===== config.mk =====
export PLATFORM = sky130hd
export DESIGN_NAME = sump_initiator_flat
export DESIGN_NICKNAME = d
export VERILOG_FILES = /design/src/rtl/sump_initiator_if.sv /design/src/rtl/sump_initiator.sv /design/src/flat_wrapper.sv
export SDC_FILE = /design/constraint.sdc
export NUM_CORES = 1
export LEC_CHECK = 0
export CORE_MARGIN = 2
export CORE_UTILIZATION = 53
export CTS_CLUSTER_SIZE = 28
export DETAILED_ROUTE_END_ITERATION = 8
export PLACE_DENSITY = 0.79
export SLEW_MARGIN = 20
export SYNTH_ARGS = -nofsm -noshare
export SYNTH_HDL_FRONTEND = slang
export SYNTH_SLANG_ARGS = --single-unit

===== constraint.sdc =====
create_clock -name CAP_CLK -period 2.5 [get_ports CAP_CLK]
set_input_delay 0.5 -clock CAP_CLK [delete_from_list [all_inputs] [get_ports CAP_CLK]]
set_output_delay 0.5 -clock CAP_CLK [all_outputs]
set_load 0.02 [all_outputs]

===== src/rtl/sump_initiator_if.sv =====
// Signal bundle between the SUMP command initiator and its surroundings:
// test-harness control, the UART TX/RX byte interfaces and the sample stream.
// master: the initiator itself. slave: the harness/UART side.
interface sump_initiator_if;
    // harness control and status
    logic        START;
    logic [23:0] DIV;
    logic [7:0]  TRIG_MASK;
    logic [7:0]  TRIG_SENS;
    logic        BUSY;
    logic        DONE;
    logic [1:0]  ERR;

    // UART byte interfaces
    logic        TX_START;
    logic [7:0]  TX_DATA;
    logic        TX_BUSY;
    logic        RX_READY;
    logic [7:0]  RX_DATA;

    // captured sample stream
    logic        SAMPLE_VALID;
    logic [7:0]  SAMPLE_DATA;

    modport master (
        input  START, DIV, TRIG_MASK, TRIG_SENS, TX_BUSY, RX_READY, RX_DATA,
        output TX_START, TX_DATA, SAMPLE_VALID, SAMPLE_DATA, BUSY, DONE, ERR
    );

    modport slave (
        output START, DIV, TRIG_MASK, TRIG_SENS, TX_BUSY, RX_READY, RX_DATA,
        input  TX_START, TX_DATA, SAMPLE_VALID, SAMPLE_DATA, BUSY, DONE, ERR
    );
endinterface


===== src/rtl/sump_initiator.sv =====
// Host-side SUMP/OLS command initiator used for self-test of the capture core.
// Sends reset / (optional) ID query / divider and trigger configuration / arm
// through a byte UART, then forwards the sample dump as a strobed byte stream.
//
// Build option: define SUMP_ID_CHECK_EN to include the ID query (0x02) and the
// check of the "1ALS" reply. Without it the sequence goes RST_TX -> CFG_TX and
// ERR can only report a receive timeout.
//
// state     | meaning
// ----------+------------------------------------------------------------
// IDLE      | waiting for START
// RST_TX    | sending five 0x00 reset bytes
// ID_TX     | sending 0x02 ID query (SUMP_ID_CHECK_EN only)
// ID_RX     | checking the four-byte ID reply (SUMP_ID_CHECK_EN only)
// CFG_TX    | sending divider, trigger mask and trigger value commands
// ARM_TX    | sending 0x01 arm
// SAMP_RX   | forwarding SAMPLE_COUNT received bytes as samples
// FINISH    | one-cycle DONE pulse
module sump_initiator #(
    parameter int SAMPLE_COUNT   = 8192,
    parameter int TIMEOUT_CYCLES = 4_800_000
) (
    input  logic              CAP_CLK,
    input  logic              RST,
    sump_initiator_if.master  bus
);

    localparam int SCNT_W = $clog2(SAMPLE_COUNT + 1);
    localparam int TMR_W  = (TIMEOUT_CYCLES > 1) ? $clog2(TIMEOUT_CYCLES) : 1;

    localparam logic [SCNT_W-1:0] SCNT_LAST = SCNT_W'(SAMPLE_COUNT - 1);
    // The timer is loaded with TIMEOUT_CYCLES-1 so that reaching zero and then
    // seeing one more idle edge lands exactly TIMEOUT_CYCLES after the reload.
    localparam logic [TMR_W-1:0]  TMR_LOAD  = TMR_W'(TIMEOUT_CYCLES - 1);

    localparam logic [2:0] S_IDLE    = 3'd0;
    localparam logic [2:0] S_RST_TX  = 3'd1;
`ifdef SUMP_ID_CHECK_EN
    localparam logic [2:0] S_ID_TX   = 3'd2;
    localparam logic [2:0] S_ID_RX   = 3'd3;
`endif
    localparam logic [2:0] S_CFG_TX  = 3'd4;
    localparam logic [2:0] S_ARM_TX  = 3'd5;
    localparam logic [2:0] S_SAMP_RX = 3'd6;
    localparam logic [2:0] S_FINISH  = 3'd7;

    // byte-send handshake phases
    localparam logic [1:0] PH_READY   = 2'd0;
    localparam logic [1:0] PH_WAIT_HI = 2'd1;
    localparam logic [1:0] PH_WAIT_LO = 2'd2;

    localparam logic [1:0] ERR_NONE    = 2'd0;
`ifdef SUMP_ID_CHECK_EN
    localparam logic [1:0] ERR_ID      = 2'd1;
`endif
    localparam logic [1:0] ERR_TIMEOUT = 2'd2;

    logic [2:0]        state;
    logic [1:0]        tx_phase;
    logic [3:0]        byte_idx;
    logic [SCNT_W-1:0] samp_cnt;
    logic [TMR_W-1:0]  timer;
    logic [23:0]       div_q;
    logic [7:0]        mask_q;
    logic [7:0]        sens_q;

    logic              tx_start_q;
    logic [7:0]        tx_data_q;
    logic              sample_valid_q;
    logic [7:0]        sample_data_q;
    logic              busy_q;
    logic              done_q;
    logic [1:0]        err_q;

    logic              sending;
    logic [7:0]        tx_byte;
    logic [3:0]        last_idx;
    logic [2:0]        tx_next;
    logic              rx_wait;
    logic              tmr_expired;

    assign bus.TX_START     = tx_start_q;
    assign bus.TX_DATA      = tx_data_q;
    assign bus.SAMPLE_VALID = sample_valid_q;
    assign bus.SAMPLE_DATA  = sample_data_q;
    assign bus.BUSY         = busy_q;
    assign bus.DONE         = done_q;
    assign bus.ERR          = err_q;

`ifdef SUMP_ID_CHECK_EN
    assign rx_wait = (state == S_ID_RX) || (state == S_SAMP_RX);
`else
    assign rx_wait = (state == S_SAMP_RX);
`endif
    assign tmr_expired = (timer == '0);

    // Byte to send, last byte index and follow-on state for each sending state
    always_comb begin
        sending  = 1'b0;
        tx_byte  = 8'h00;
        last_idx = 4'd0;
        tx_next  = S_IDLE;
        case (state)
            S_RST_TX: begin
                sending  = 1'b1;
                tx_byte  = 8'h00;
                last_idx = 4'd4;
`ifdef SUMP_ID_CHECK_EN
                tx_next  = S_ID_TX;
`else
                tx_next  = S_CFG_TX;
`endif
            end
`ifdef SUMP_ID_CHECK_EN
            S_ID_TX: begin
                sending  = 1'b1;
                tx_byte  = 8'h02;
                last_idx = 4'd0;
                tx_next  = S_ID_RX;
            end
`endif
            S_CFG_TX: begin
                sending  = 1'b1;
                last_idx = 4'd14;
                tx_next  = S_ARM_TX;
                // three 5-byte long commands, little-endian arguments
                case (byte_idx)
                    4'd0:    tx_byte = 8'h80;
                    4'd1:    tx_byte = div_q[7:0];
                    4'd2:    tx_byte = div_q[15:8];
                    4'd3:    tx_byte = div_q[23:16];
                    4'd5:    tx_byte = 8'hC0;
                    4'd6:    tx_byte = mask_q;
                    4'd10:   tx_byte = 8'hC1;
                    4'd11:   tx_byte = sens_q;
                    default: tx_byte = 8'h00;
                endcase
            end
            S_ARM_TX: begin
                sending  = 1'b1;
                tx_byte  = 8'h01;
                last_idx = 4'd0;
                tx_next  = S_SAMP_RX;
            end
            default: begin
                sending = 1'b0;
            end
        endcase
    end

`ifdef SUMP_ID_CHECK_EN
    logic [7:0] id_exp;

    // Expected ID reply byte for the current position ("1ALS")
    always_comb begin
        id_exp = 8'h31;
        case (byte_idx[1:0])
            2'd0:    id_exp = 8'h31;
            2'd1:    id_exp = 8'h41;
            2'd2:    id_exp = 8'h4C;
            default: id_exp = 8'h53;
        endcase
    end
`endif

    // Inter-byte receive timer: reloaded outside the receive states and on every byte
    always_ff @(posedge CAP_CLK) begin
        if (RST) begin
            timer <= '0;
        end else if (!rx_wait || bus.RX_READY) begin
            timer <= TMR_LOAD;
        end else if (!tmr_expired) begin
            timer <= timer - 1'b1;
        end
    end

    // Command sequencer, UART handshake and sample forwarding
    always_ff @(posedge CAP_CLK) begin
        if (RST) begin
            state          <= S_IDLE;
            tx_phase       <= PH_READY;
            byte_idx       <= '0;
            samp_cnt       <= '0;
            div_q          <= '0;
            mask_q         <= '0;
            sens_q         <= '0;
            tx_start_q     <= 1'b0;
            tx_data_q      <= 8'h00;
            sample_valid_q <= 1'b0;
            sample_data_q  <= 8'h00;
            busy_q         <= 1'b0;
            done_q         <= 1'b0;
            err_q          <= ERR_NONE;
        end else begin
            tx_start_q     <= 1'b0;
            sample_valid_q <= 1'b0;
            done_q         <= 1'b0;
            case (state)
                S_IDLE: begin
                    if (bus.START) begin
                        div_q    <= bus.DIV;
                        mask_q   <= bus.TRIG_MASK;
                        sens_q   <= bus.TRIG_SENS;
                        err_q    <= ERR_NONE;
                        busy_q   <= 1'b1;
                        byte_idx <= '0;
                        samp_cnt <= '0;
                        tx_phase <= PH_READY;
                        state    <= S_RST_TX;
                    end
                end
`ifdef SUMP_ID_CHECK_EN
                S_ID_RX: begin
                    if (bus.RX_READY) begin
                        if (bus.RX_DATA != id_exp) begin
                            err_q  <= ERR_ID;
                            busy_q <= 1'b0;
                            state  <= S_IDLE;
                        end else if (byte_idx == 4'd3) begin
                            byte_idx <= '0;
                            state    <= S_CFG_TX;
                        end else begin
                            byte_idx <= byte_idx + 4'd1;
                        end
                    end else if (tmr_expired) begin
                        err_q  <= ERR_TIMEOUT;
                        busy_q <= 1'b0;
                        state  <= S_IDLE;
                    end
                end
`endif
                S_SAMP_RX: begin
                    // a byte arriving on the terminal-count cycle is kept
                    if (bus.RX_READY) begin
                        sample_valid_q <= 1'b1;
                        sample_data_q  <= bus.RX_DATA;
                        samp_cnt       <= samp_cnt + 1'b1;
                        if (samp_cnt == SCNT_LAST) begin
                            state <= S_FINISH;
                        end
                    end else if (tmr_expired) begin
                        err_q  <= ERR_TIMEOUT;
                        busy_q <= 1'b0;
                        state  <= S_IDLE;
                    end
                end
                S_FINISH: begin
                    done_q <= 1'b1;
                    busy_q <= 1'b0;
                    state  <= S_IDLE;
                end
                default: begin
                    if (sending) begin
                        case (tx_phase)
                            PH_READY: begin
                                if (!bus.TX_BUSY) begin
                                    tx_start_q <= 1'b1;
                                    tx_data_q  <= tx_byte;
                                    tx_phase   <= PH_WAIT_HI;
                                end
                            end
                            PH_WAIT_HI: begin
                                if (bus.TX_BUSY) begin
                                    tx_phase <= PH_WAIT_LO;
                                end
                            end
                            PH_WAIT_LO: begin
                                if (!bus.TX_BUSY) begin
                                    tx_phase <= PH_READY;
                                    if (byte_idx == last_idx) begin
                                        byte_idx <= '0;
                                        state    <= tx_next;
                                    end else begin
                                        byte_idx <= byte_idx + 4'd1;
                                    end
                                end
                            end
                            default: begin
                                tx_phase <= PH_READY;
                            end
                        endcase
                    end else begin
                        // unused encodings fall back to IDLE
                        busy_q <= 1'b0;
                        state  <= S_IDLE;
                    end
                end
            endcase
        end
    end

endmodule


===== src/flat_wrapper.sv =====
// flat-port wrapper written by rule: the top's interface ports become plain ports
module sump_initiator_flat 
#(
    parameter int SAMPLE_COUNT   = 8192,
    parameter int TIMEOUT_CYCLES = 4_800_000
)
  (CAP_CLK, RST, bus_START, bus_DIV, bus_TRIG_MASK, bus_TRIG_SENS, bus_TX_BUSY, bus_RX_READY, bus_RX_DATA, bus_TX_START, bus_TX_DATA, bus_SAMPLE_VALID, bus_SAMPLE_DATA, bus_BUSY, bus_DONE, bus_ERR);
  sump_initiator_if bus_i ();
  input  logic CAP_CLK;
  input  logic RST;
  input wire logic [$bits(bus_i.START)-1:0] bus_START;
  input wire logic [$bits(bus_i.DIV)-1:0] bus_DIV;
  input wire logic [$bits(bus_i.TRIG_MASK)-1:0] bus_TRIG_MASK;
  input wire logic [$bits(bus_i.TRIG_SENS)-1:0] bus_TRIG_SENS;
  input wire logic [$bits(bus_i.TX_BUSY)-1:0] bus_TX_BUSY;
  input wire logic [$bits(bus_i.RX_READY)-1:0] bus_RX_READY;
  input wire logic [$bits(bus_i.RX_DATA)-1:0] bus_RX_DATA;
  output wire logic [$bits(bus_i.TX_START)-1:0] bus_TX_START;
  output wire logic [$bits(bus_i.TX_DATA)-1:0] bus_TX_DATA;
  output wire logic [$bits(bus_i.SAMPLE_VALID)-1:0] bus_SAMPLE_VALID;
  output wire logic [$bits(bus_i.SAMPLE_DATA)-1:0] bus_SAMPLE_DATA;
  output wire logic [$bits(bus_i.BUSY)-1:0] bus_BUSY;
  output wire logic [$bits(bus_i.DONE)-1:0] bus_DONE;
  output wire logic [$bits(bus_i.ERR)-1:0] bus_ERR;
  assign bus_i.START = bus_START;
  assign bus_i.DIV = bus_DIV;
  assign bus_i.TRIG_MASK = bus_TRIG_MASK;
  assign bus_i.TRIG_SENS = bus_TRIG_SENS;
  assign bus_i.TX_BUSY = bus_TX_BUSY;
  assign bus_i.RX_READY = bus_RX_READY;
  assign bus_i.RX_DATA = bus_RX_DATA;
  assign bus_TX_START = bus_i.TX_START;
  assign bus_TX_DATA = bus_i.TX_DATA;
  assign bus_SAMPLE_VALID = bus_i.SAMPLE_VALID;
  assign bus_SAMPLE_DATA = bus_i.SAMPLE_DATA;
  assign bus_BUSY = bus_i.BUSY;
  assign bus_DONE = bus_i.DONE;
  assign bus_ERR = bus_i.ERR;
  sump_initiator #(.SAMPLE_COUNT(SAMPLE_COUNT), .TIMEOUT_CYCLES(TIMEOUT_CYCLES)) u_core (.CAP_CLK(CAP_CLK), .RST(RST), .bus(bus_i));
endmodule

==> results of run 1 <==
[layout by cell type (no fill, tap or decap), types with 3 or more instances in the layout]
cell / instances
and3_1: 5
nor2_1: 48
nor3_1: 17
nand2_1: 120
a31oi_1: 3
inv_1: 11
nor3b_1: 3
o21ai_0: 15
a22oi_1: 13
nor4_1: 5
nand2b_1: 5
buf_4: 11
clkbuf_8: 9
a21oi_1: 82
nand3_1: 10
a211oi_1: 4
dfxtp_1: 107
xor2_1: 9
xnor2_1: 25
nor4_4: 4
a222oi_1: 5
nand4_1: 4
ha_1: 7
clkdlybuf4s50_1: 72
or3_1: 6
clkinv_8: 3
[report_power, final]
| part | total, W | switching, W | leakage, nW | internal (W) |
|---|---|---|---|---|
| clock | 0.00116 | 0.000662 | 0.114 | 0.000501 |
| sequential | 0.00185 | 0.0000673 | 0.875 | 0.00179 |
| combinational | 0.000459 | 0.000248 | 1.02 | 0.000211 |
| total | 0.00348 | 0.000978 | 2.01 | 0.00250 |
[final timing paths]
kind                                  start                        end  cells past startpoint
setup / recovery            u_core.timer[0]           u_core.timer[20]                      8
hold / removal                          RST            u_core.bus.DONE                      2
setup reg to reg            u_core.timer[0]           u_core.timer[20]                      8
hold reg to reg   u_core.bus.SAMPLE_DATA[0]  u_core.bus.SAMPLE_DATA[0]                      2
[state kept, by name, indices dropped and copies added, names as in the netlist]
signal	cells
u_core.bus.SAMPLE_VALID	1
u_core.bus.BUSY	1
u_core.bus.ERR	1
u_core.mask_q	8
u_core.timer	23
u_core.byte_idx	4
u_core.bus.TX_START	1
u_core.samp_cnt	14
u_core.tx_phase	2
u_core.bus.SAMPLE_DATA	8
u_core.bus.DONE	1
u_core.div_q	24
u_core.state	3
u_core.bus.TX_DATA	8
u_core.sens_q	8
[worst register-to-register path, delay by kind of cell (launching register included)]
family | cells | cell delay [ns]
compound gates | 3 | 0.91
simple gates | 3 | 0.56
flops | 1 | 0.32
buf+inv | 1 | 0.12
fa+ha+maj | 1 | 0.21
[metrics by stage]
step / area, sq um / hold slack [ns]
CTS: 5780 / 0.450
floorplan: 4730 / 0.432
detailed placement: 5550 / 0.447
global route: 5780 / 0.460
global placement: 5550 / 0.443
finish: 5780 / 0.454
[routing by layer]
metal	global-route usage, %	vias up	routed length [um]	part of all wire (%)
li1	-	2117	-	-
met1	29.5	2004	4900	45
met2	39.2	119	5370	49
met3	4.40	20	500	4.6
met4	7.48	0	180	1.6
met5	0	-	0	0
[kinds of logic (layout without fill, tap and decap cells)]
logic type      after synthesis  after routing  synth area share (%)
compound gates              138            138                  17.3
xor+xnor                     34             34                  6.30
fa+ha+maj                     7              7                  1.85
other cells                   1              1                0.0793
simple gates                243            243                  24.7
mux                           3              3                 0.662
flops                       107            107                  45.3
buf+inv                      47            112                  3.84
[final cells by class]
cell class / count / area [sq um]
clock buffers: 9 / 124
clock inverters: 7 / 108
fillers: 733 / 2900
inverters: 11 / 41.3
multi-input cells: 426 / 2400
flip-flops and latches: 107 / 2140
well taps: 108 / 135
repair buffers: 85 / 828
==> results.md, run 1 <==
* Top_reg_cell synth: dfxtp_1
* Crit path buffers/inverters at 1
* #FFs+latches synth at 107
* Synth cell types at 57
* Core Region at approximately 8700 sq um
* DRC at 0
* Die Ht at ~98 um
* Max-slew violation count at 0
* Fin nets at 700
* Post-CTS setup buffer count at 0
* Top-count cell post-synth: nand2_1
* Biggest area consumer among synthesized cells: dfxtp_1
* Non-Filler Instances at around 750
* Fin Setup TNS at 0 ns
* Syn nets at 640
* Clock transition at path regs at 0.11 ns
* Leak at between 2 and 2.5 nW
* Clk Latency, worst-skew pair at 0.38 ns
* Vias in the first global route at 4092
* DRT antenna net count at 0
* MaxCap Viol Count at 0
* CTS Root Cell: clkbuf_8
* Setup WS post-layout at between 0.3 and 0.4 ns
* Status: finished, final reports clean
* Seq/Total Area, Yosys at between 40% and 50%
* Largest net degree at the start of global routing at 80
* Worst setup EP type: flip-flop
* CP peak stage delay at 0.51 ns
* Final Setup Violations at 0
* Initial antenna violation count at 0
* Ports at 75
* Max IR drop VDD at between 0.3 and 0.4 mV
* Total congestion overflow at 0
* CP Cell Sequence: inv_1, ha_1, nor3b_1, nand4_1, o211ai_2, nor2_2, a211oi_1, a31o_2
* Wirelength, routed at ~11000 um
* Synth top cells by count: 120 x nand2_1, 107 x dfxtp_1, 82 x a21oi_1, 48 x nor2_1, 31 x clkbuf_1
* Violation count after the first detailed-routing iteration at between 200 and 300
* Delay-heaviest family, CP: compound AO/OA/AOI/OAI gates
* Routed WL per cell at roughly 15 um
* Crit path required time at 2.83 ns
* CTS Sinks at between 100 and 150
* Resized Gates After CTS at 0
* Num rows at 34
* CP Max Fanout at 8
* Fin. Hold Viols at 0
* PwrDens at approximately 600 nW/um^2
* Post-route core utilization at between 60% and 70%
* Slowest cell on the critical path: o211ai_2
* Via count at between 4000 and 5000
* Post-synth EDFFs at 0
* First-pass GRT wire length at 18500 um
* Total power at 0.00348 W
* HP Class: in2reg
* Syn Inst Count at 580
* FF-to-FF setup slack at ~0.32 ns
* Worst clock skew at between 0.015 and 0.02 ns
* Synth area leaders: dfxtp_1 45%, nand2_1 9.5%, a21oi_1 8.7%
* TritonCTS clock tree: built
* All-Layer GR Usage at between 20% and 30%
* 1st-pass router iterations at 5
* Post-DP HPWL at around 7500 um
* RSZ-0062 raised after global routing: false
* Syn Area/Cell at 8.15 sq um
* H-tree Lvls at 3
* Maximum clock rate at roughly 460 MHz
* Place WS at ~0.0064 ns
* Total CTS buffers at 9
* Maximum buffer depth of the clock tree at 2
* I/O Buffers at between 70 and 80
* Fin crit share at 87.1%
* DP Cell Count at 737
* Worst slew pin tran at about 0.62 ns
* GPL Wtd Cong at between 0.8 and 0.9
* Synth top area share at a little under half
* Die X at 98.5 um
* Layout cell share with drive strength beyond 1 at 6.82%
* Synth-to-Final Area Change at 22.3%
* Via/cell ratio at around 5.7
* N_diodes at 0
* Post-Syn Area at 4730 sq um
* Async set-reset flop share out of synthesis at 0%
* Crit Path Class: reg2reg
* Relative slew slack at around 59%
* Worst path arrival time at 2.50 ns
* Synth warnings at 0
* Hold_buf cts at 0
* Initial Util at 54.5%
* Crit path time final at 2.18 ns
* Die ar. at 9690 sq um
* Kind of start point of the critical path: flip-flop
Note: power is estimated with default switching activity, not from simulation.
==> inputs of run 2 (changes only) <==
- CAP_MARGIN: unset -> 30
- CORE_UTILIZATION: 53 -> 50
- PLACE_DENSITY: 0.79 -> 0.75
==> run 2 against run 1 <==
  * Cell area decreased by 0.43%
  * Core utilization decreased by 4.0 points
  * Critical path depth decreased by 2
  * Critical path type unchanged
  * Largest power group unchanged
  * Highest routed layer unchanged
==> results.md, run 2 (synthesized netlist as in run 1, its figures left out) <==
* Core Region at 9200 sq um (+6.0%)
* CP peak stage delay at 0.51 ns (about the same)
* Crit path required time at 2.76 ns (-0.07 ns)
* Via count at 4185 (-1.8%)
* R2R Path Start: u_core.timer[4]
* Relative slew slack at 52.7% (-5.8 points)
* Leak at 2.01 nW (-0.43%)
* Synth-to-Final Area Change at 21.8%
* Routed WL per cell at 14.6 um (+0.49%)
* Area occupied by multi-input gates at 2400 sq um (unchanged)
* Register area at 2140 sq um (unchanged)
* Top Registers: u_core.div_q: 24 flops, u_core.timer: 23 flops, u_core.samp_cnt: 14 flops
* Clock transition at path regs at 0.10 ns (about the same)
* Post-DP HPWL at 7900 um (+5.0%)
* Commonest non-fill, non-tap cells in the layout: 120 x nand2_1, 107 x dfxtp_1, 82 x a21oi_1
* Crit path buffers/inverters at 0 (-1)
* R2R cell count at 6 (-2)
* Vias in the first global route at 4017 (-1.8%)
* Place WS at 0.0410 ns (+0.0346 ns)
* Post-CTS setup buffer count at 0 (unchanged)
* PwrDens at 595 nW/um^2 (-1.0%)
* Largest Register: u_core.div_q
* Final Setup Violations at 0 (unchanged)
* FF-to-FF setup slack at 0.39 ns (+0.07 ns)
* Hold_buf cts at 0 (unchanged)
* Commonest non-fill, non-tap cell in the layout: nand2_1
* Worst path arrival time at 2.37 ns (-0.13 ns)
* Kind of start point of the critical path: flip-flop
* Fin Setup TNS at 0 ns (unchanged)
* RSZ-0062 raised after global routing: false
* Initial antenna violation count at 0 (unchanged)
* Maximum clock rate at 474 MHz (+3.1%)
* N_diodes at 0 (unchanged)
* DRC at 0 (unchanged)
* Worst setup EP type: flip-flop
* Clk Latency, worst-skew pair at 0.37 ns (about the same)
* Via/cell ratio at 5.54 (-2.2%)
* HP Class: in2reg
* H-tree Lvls at 3 (unchanged)
* Ports at 75 (unchanged)
* Status: finished, final reports clean
* Number of flip-flops in the largest register at 24 (unchanged)
* Fin crit share at 84.4% (-2.6 points)
* Maximum buffer depth of the clock tree at 2 (unchanged)
* MaxCap Viol Count at 0 (unchanged)
* All-Layer GR Usage at 22.4% (-0.56 points)
* Resized Gates After CTS at 0 (unchanged)
* TritonCTS clock tree: built
* Largest net degree at the start of global routing at 71 (-11%)
* HP Start: RST
* DRT antenna net count at 0 (unchanged)
* Num rows at 35 (+2.9%)
* Fin nets at 701 (+0.14%)
* Worst clock skew at 0.0102 ns (-0.00616 ns)
* GPL Wtd Cong at 0.823 (-2.0%)
* Slowest cell on the critical path: or4_4
* Worst slew pin tran at 0.709 ns (+0.0876 ns)
* Die Ht at 101 um (+2.8%)
* Total congestion overflow at 0 (unchanged)
* Hold depth at 2 (unchanged)
* Max-slew violation count at 0 (unchanged)
* CP Cell Sequence: nor4_4, nand3b_4, or4_4, nor4_4, mux2i_1, a21oi_1
* Wirelength, routed at 11000 um (+0.89%)
* 1st-pass router iterations at 5 (unchanged)
* Layout cell share with drive strength beyond 1 at 6.82% (unchanged)
* Most frequent CP cell: nor4_4
* First-pass GRT wire length at 18500 um (-0.19%)
* Initial Util at 51.4% (-3.1 points)
* Crit Path Class: reg2reg
* Max IR drop VDD at 0.299 mV (-5.9%)
* Setup WS post-layout at 0.390 ns (+0.0661 ns)
* Violation count after the first detailed-routing iteration at 198 (-24%)
* # fillers at 814 (+11%)
* CTS Root Cell: clkbuf_8
* WHS Endpoint: u_core.timer[13]
* Fin. Hold Viols at 0 (unchanged)
* Crit path time final at 2.11 ns (-0.0661 ns)
* Delay-heaviest family, CP: simple AND/OR/NAND/NOR gates
* R2r endpoint: u_core.timer[22]
* CP Max Fanout at 10 (+2)
* Die ar. at 10300 sq um (+5.8%)
* I/O Buffers at 73 (unchanged)
* Total CTS buffers at 9 (unchanged)
* Die X at 101 um (+2.8%)
* CTS Sinks at 107 (unchanged)
[run 2: changes by cell type in the layout (fill, tap and decap cells not counted), sizes merged]
cell | previous run | this run
inv | 13 | 14
clkinv | 4 | 2
buf | 13 | 14
[run 2: layout make-up]
type / count / share of cell area (%)
flip-flops and latches: 107 / 37.2
multi-input cells: 426 / 41.8
clock buffers: 9 / 2.15
clock inverters: 6 / 1.46
well taps: 111 / 2.41
repair buffers: 86 / 14.3
inverters: 11 / 0.717
[run 2: routing by layer]
layer / vias up / GRT usage, % / share of wire (%)
met5: - / 0 / 0
met4: 0 / 8.21 / 3.3
met3: 31 / 5.18 / 4.1
met2: 98 / 38.7 / 49
met1: 1935 / 27.4 / 44
li1: 2121 / - / -
[run 2: worst max path at each step]
stage                             startpoint               endpoint  slack [ns]  cells after the start
after floorplan              u_core.timer[4]       u_core.timer[22]        0.55                      6
after detailed placement           bus_START     u_core.samp_cnt[5]        0.04                      8
final                        u_core.timer[4]       u_core.timer[22]        0.39                      6
after global placement             bus_START     u_core.samp_cnt[8]        0.08                      7
after CTS                   u_core.timer[16]        u_core.state[2]        0.39                      5
after global routing      u_core.byte_idx[1]  u_core.bus.TX_DATA[7]        0.21                      7
[run 2: through the flow]
stage	instance area (sq um)	utilization (%)	hold WS [ns]	std cells	total power, W
after CTS	5760	62.6	0.395	756	0.00345
after global placement	5550	60.4	0.442	741	0.00234
after global routing	5760	62.6	0.415	756	0.00357
after floorplan	4730	-	0.432	580	0.00217
final	5760	62.6	0.411	756	0.00343
after detailed placement	5550	60.4	0.447	741	0.00235
[run 2: report_power, final]
part | total [W] | leakage [nW] | switching [W] | internal, W
Combinational | 0.000456 | 1.03 | 0.000246 | 0.000210
Clock | 0.00111 | 0.105 | 0.000629 | 0.000483
Sequential | 0.00186 | 0.875 | 0.0000709 | 0.00179
Total | 0.00343 | 2.01 | 0.000946 | 0.00248
==> inputs of run 3 (changes only) <==
- clock period: 2.5 -> 2.05 ns (I/O delays scaled with it)
==> run 3 against run 2 <==
  * Critical endpoint unchanged
  * Largest power group unchanged
  * Combinational power grew 31%
  * Setup slack lost 0.31 ns
  * Total power grew 19%
  * Core utilization grew 2.4 points
  * Hold slack gained 0.0027 ns
  * Clock power grew 11%
  * Cell count grew 2.9%
  * Critical path depth is the same
  * Register-to-register slack lost 0.31 ns
==> results.md, run 3 (synthesized netlist as in run 1, its figures left out) <==
* Number of flip-flops in the largest register at 24 (unchanged)
* Slowest cell on the critical path: or4_4
* Fin nets at 722 (+3.0%)
* Post-CTS setup buffer count at 0 (unchanged)
* Die X at 101 um (unchanged)
* Final instance area at 5980 sq um (+3.8%)
* Delay-heaviest family, CP: simple AND/OR/NAND/NOR gates
* 1st-pass router iterations at 4 (-1)
* Met2 Use GR at 38.6% (-0.15 points)
* Worst path arrival time at 2.22 ns (-0.15 ns)
* Fin crit share at 96.2% (+12 points)
* First-pass GRT wire length at 18400 um (-0.30%)
* Internal power at 0.00294 W (+19%)
* GPL Wtd Cong at 0.865 (+5.1%)
* CP Cell Sequence: nor4_4, nand3b_4, or4_4, nor4_4, mux2i_1, a21oi_1
* Commonest non-fill, non-tap cell in the layout: nand2_1
* N_diodes at 0 (unchanged)
* Wirelength, routed at 11000 um (-0.48%)
* Worst setup EP type: flip-flop
* Placed cell area at 5750 sq um (+3.5%)
* Post-route core utilization at 65.0% (+2.4 points)
* HP Start: RST
* Vias in the first global route at 4131 (+2.8%)
* Violation count after the first detailed-routing iteration at 194 (-2.0%)
* Crit path time final at 1.97 ns (-0.137 ns)
* R2r endpoint: u_core.timer[22]
* CP Launch Point: u_core.timer[5]
* Relative slew slack at 66.6% (+14 points)
* Largest Register: u_core.div_q
* HP Class: in2reg
* Ports at 75 (unchanged)
* Total CTS buffers at 9 (unchanged)
* Clk Latency, worst-skew pair at 0.37 ns (about the same)
* Maximum clock rate at 507 MHz (+7.0%)
* Clock transition at path regs at 0.10 ns (about the same)
* Synth-to-Final Area Change at 26.5%
* Die Ht at 101 um (unchanged)
* Max-slew violation count at 0 (unchanged)
* Most frequent CP cell: nor4_4
* Core Region at 9200 sq um (unchanged)
* I/O Buffers at 73 (unchanged)
* Worst clock skew at 0.0120 ns (+0.00178 ns)
* Kind of start point of the critical path: flip-flop
* FF-to-FF setup slack at 0.08 ns (-0.31 ns)
* Max IR drop VDD at 0.383 mV (+28%)
* Met1 Use GR at 27.1% (-0.31 points)
* Initial antenna violation count at 0 (unchanged)
* Area occupied by multi-input gates at 2440 sq um (+1.6%)
* Commonest non-fill, non-tap cells in the layout: 119 x nand2_1, 103 x dfxtp_1, 82 x a21oi_1
* Via/cell ratio at 5.46 (-1.3%)
* Final Setup Violations at 0 (unchanged)
* Leak at 2.11 nW (+5.3%)
* Hold depth at 2 (unchanged)
* DRT antenna net count at 0 (unchanged)
* Hold WS at 0.414 ns (+0.00272 ns)
* Worst slew pin tran at 0.500 ns (-0.210 ns)
* Fin. Hold Viols at 0 (unchanged)
* CP Max Fanout at 5 (-5)
* All-Layer GR Usage at 22.0% (-0.41 points)
* WHS Endpoint: u_core.timer[16]
* Sw Share at 28.1% (+0.48 points)
* MaxCap Viol Count at 0 (unchanged)
* RSZ-0062 raised after global routing: true
* Register area at 2150 sq um (+0.35%)
* Top Registers: u_core.div_q: 24 flops, u_core.timer: 23 flops, u_core.samp_cnt: 14 flops
* Status: finished, final reports clean
* Setup WS post-layout at 0.0770 ns (-0.313 ns)
* Comb power frac at 14.6% (+1.3 points)
* Initial Util at 51.4% (unchanged)
* Place WS at -0.332 ns (-0.373 ns)
* Total congestion overflow at 0 (unchanged)
* Reg power frac at 55.4% (+1.2 points)
* CTS Root Cell: clkbuf_8
* Crit path buffers/inverters at 0 (unchanged)
* Largest net degree at the start of global routing at 67 (-5.6%)
* Die ar. at 10300 sq um (unchanged)
* CP peak stage delay at 0.48 ns (-0.03 ns)
* Layout cell share with drive strength beyond 1 at 11.5% (+4.7 points)
* Maximum buffer depth of the clock tree at 2 (unchanged)
* PwrDens at 685 nW/um^2 (+15%)
* CTS Sinks at 107 (unchanged)
* Net Switching at 0.00115 W (+22%)
* R2R Path Start: u_core.timer[5]
* Crit path required time at 2.30 ns (-0.46 ns)
* Part of the power in the clock network at 30.0% (-2.5 points)
* Num rows at 35 (unchanged)
* R2R cell count at 6 (unchanged)
* H-tree Lvls at 3 (unchanged)
* Via count at 4251 (+1.6%)
* DRC at 0 (unchanged)
* Routed WL per cell at 14.1 um (-3.3%)
* Post-DP HPWL at 7780 um (-1.5%)
* Grt peak-use layer: met2
* # fillers at 803 (-1.4%)
* GR Layer Usage met3 at 4.55% (-0.62 points)
* TritonCTS clock tree: built
* Crit Path Class: reg2reg
[run 3: cell types whose count changed in the layout (fill, tap and decap cells not counted), sizes merged]
cell      change
buf          +21
bufinv        -1
clkbuf        +1
clkinvlp      +1
[run 3: routing by layer]
layer  wire length [um]  share of wire, %
met1               4800                44
met2               5680                52
met3                412               3.7
met4                 99              0.90
met5                  0                 0
[run 3: worst register-to-register path, cell delays in order (launching register included)]
cell      delay [ns]
dfxtp_4         0.38
nor4_4          0.34
nand3b_4        0.11
or4_4           0.48
nor4_4          0.24
mux2i_1         0.23
a21oi_1         0.08
[run 3: final cells by class]
class / instances / share of cell area (%)
multi-input cells: 426 / 40.9
repair buffers: 107 / 17.0
clock buffers: 10 / 2.13
inverters: 11 / 0.691
clock inverters: 6 / 1.00
flip-flops and latches: 107 / 35.9
well taps: 111 / 2.32
[run 3: worst max-delay path by stage]
| stage | end | slack [ns] | cells after the start |
|---|---|---|---|
| floorplan | u_core.timer[22] | 0.1 | 6 |
| global placement | u_core.samp_cnt[10] | -0.26 | 7 |
| detailed placement | u_core.samp_cnt[10] | -0.33 | 7 |
| CTS | u_core.timer[22] | 0.02 | 6 |
| global route | u_core.timer[22] | -0.01 | 6 |
| finish | u_core.timer[22] | 0.08 | 6 |
[run 3: what timing repair did]
action / in CTS / in global routing
hold buffers: 0 / 0
setup endpoints to repair: 0 / 16
gates resized for setup: 0 / 14
[run 3: power groups by stage]
stage | logic [W] | registers, W | clock network, W
after floorplan | 0.000354 | 0.00229 | 0
final | 0.000599 | 0.00227 | 0.00123
after global routing | 0.000665 | 0.00228 | 0.00134
after global placement | 0.000583 | 0.00231 | 0
after detailed placement | 0.000596 | 0.00231 | 0
after CTS | 0.000598 | 0.00226 | 0.00126
[run 3: metrics by stage]
stage               cells  TNS (ns)  power [W]
floorplan             580         0    0.00264
global placement      762     -2.00    0.00289
detailed placement    762     -2.68    0.00291
CTS                   778         0    0.00412
global route          778   -0.0128    0.00429
finish                778         0    0.00409
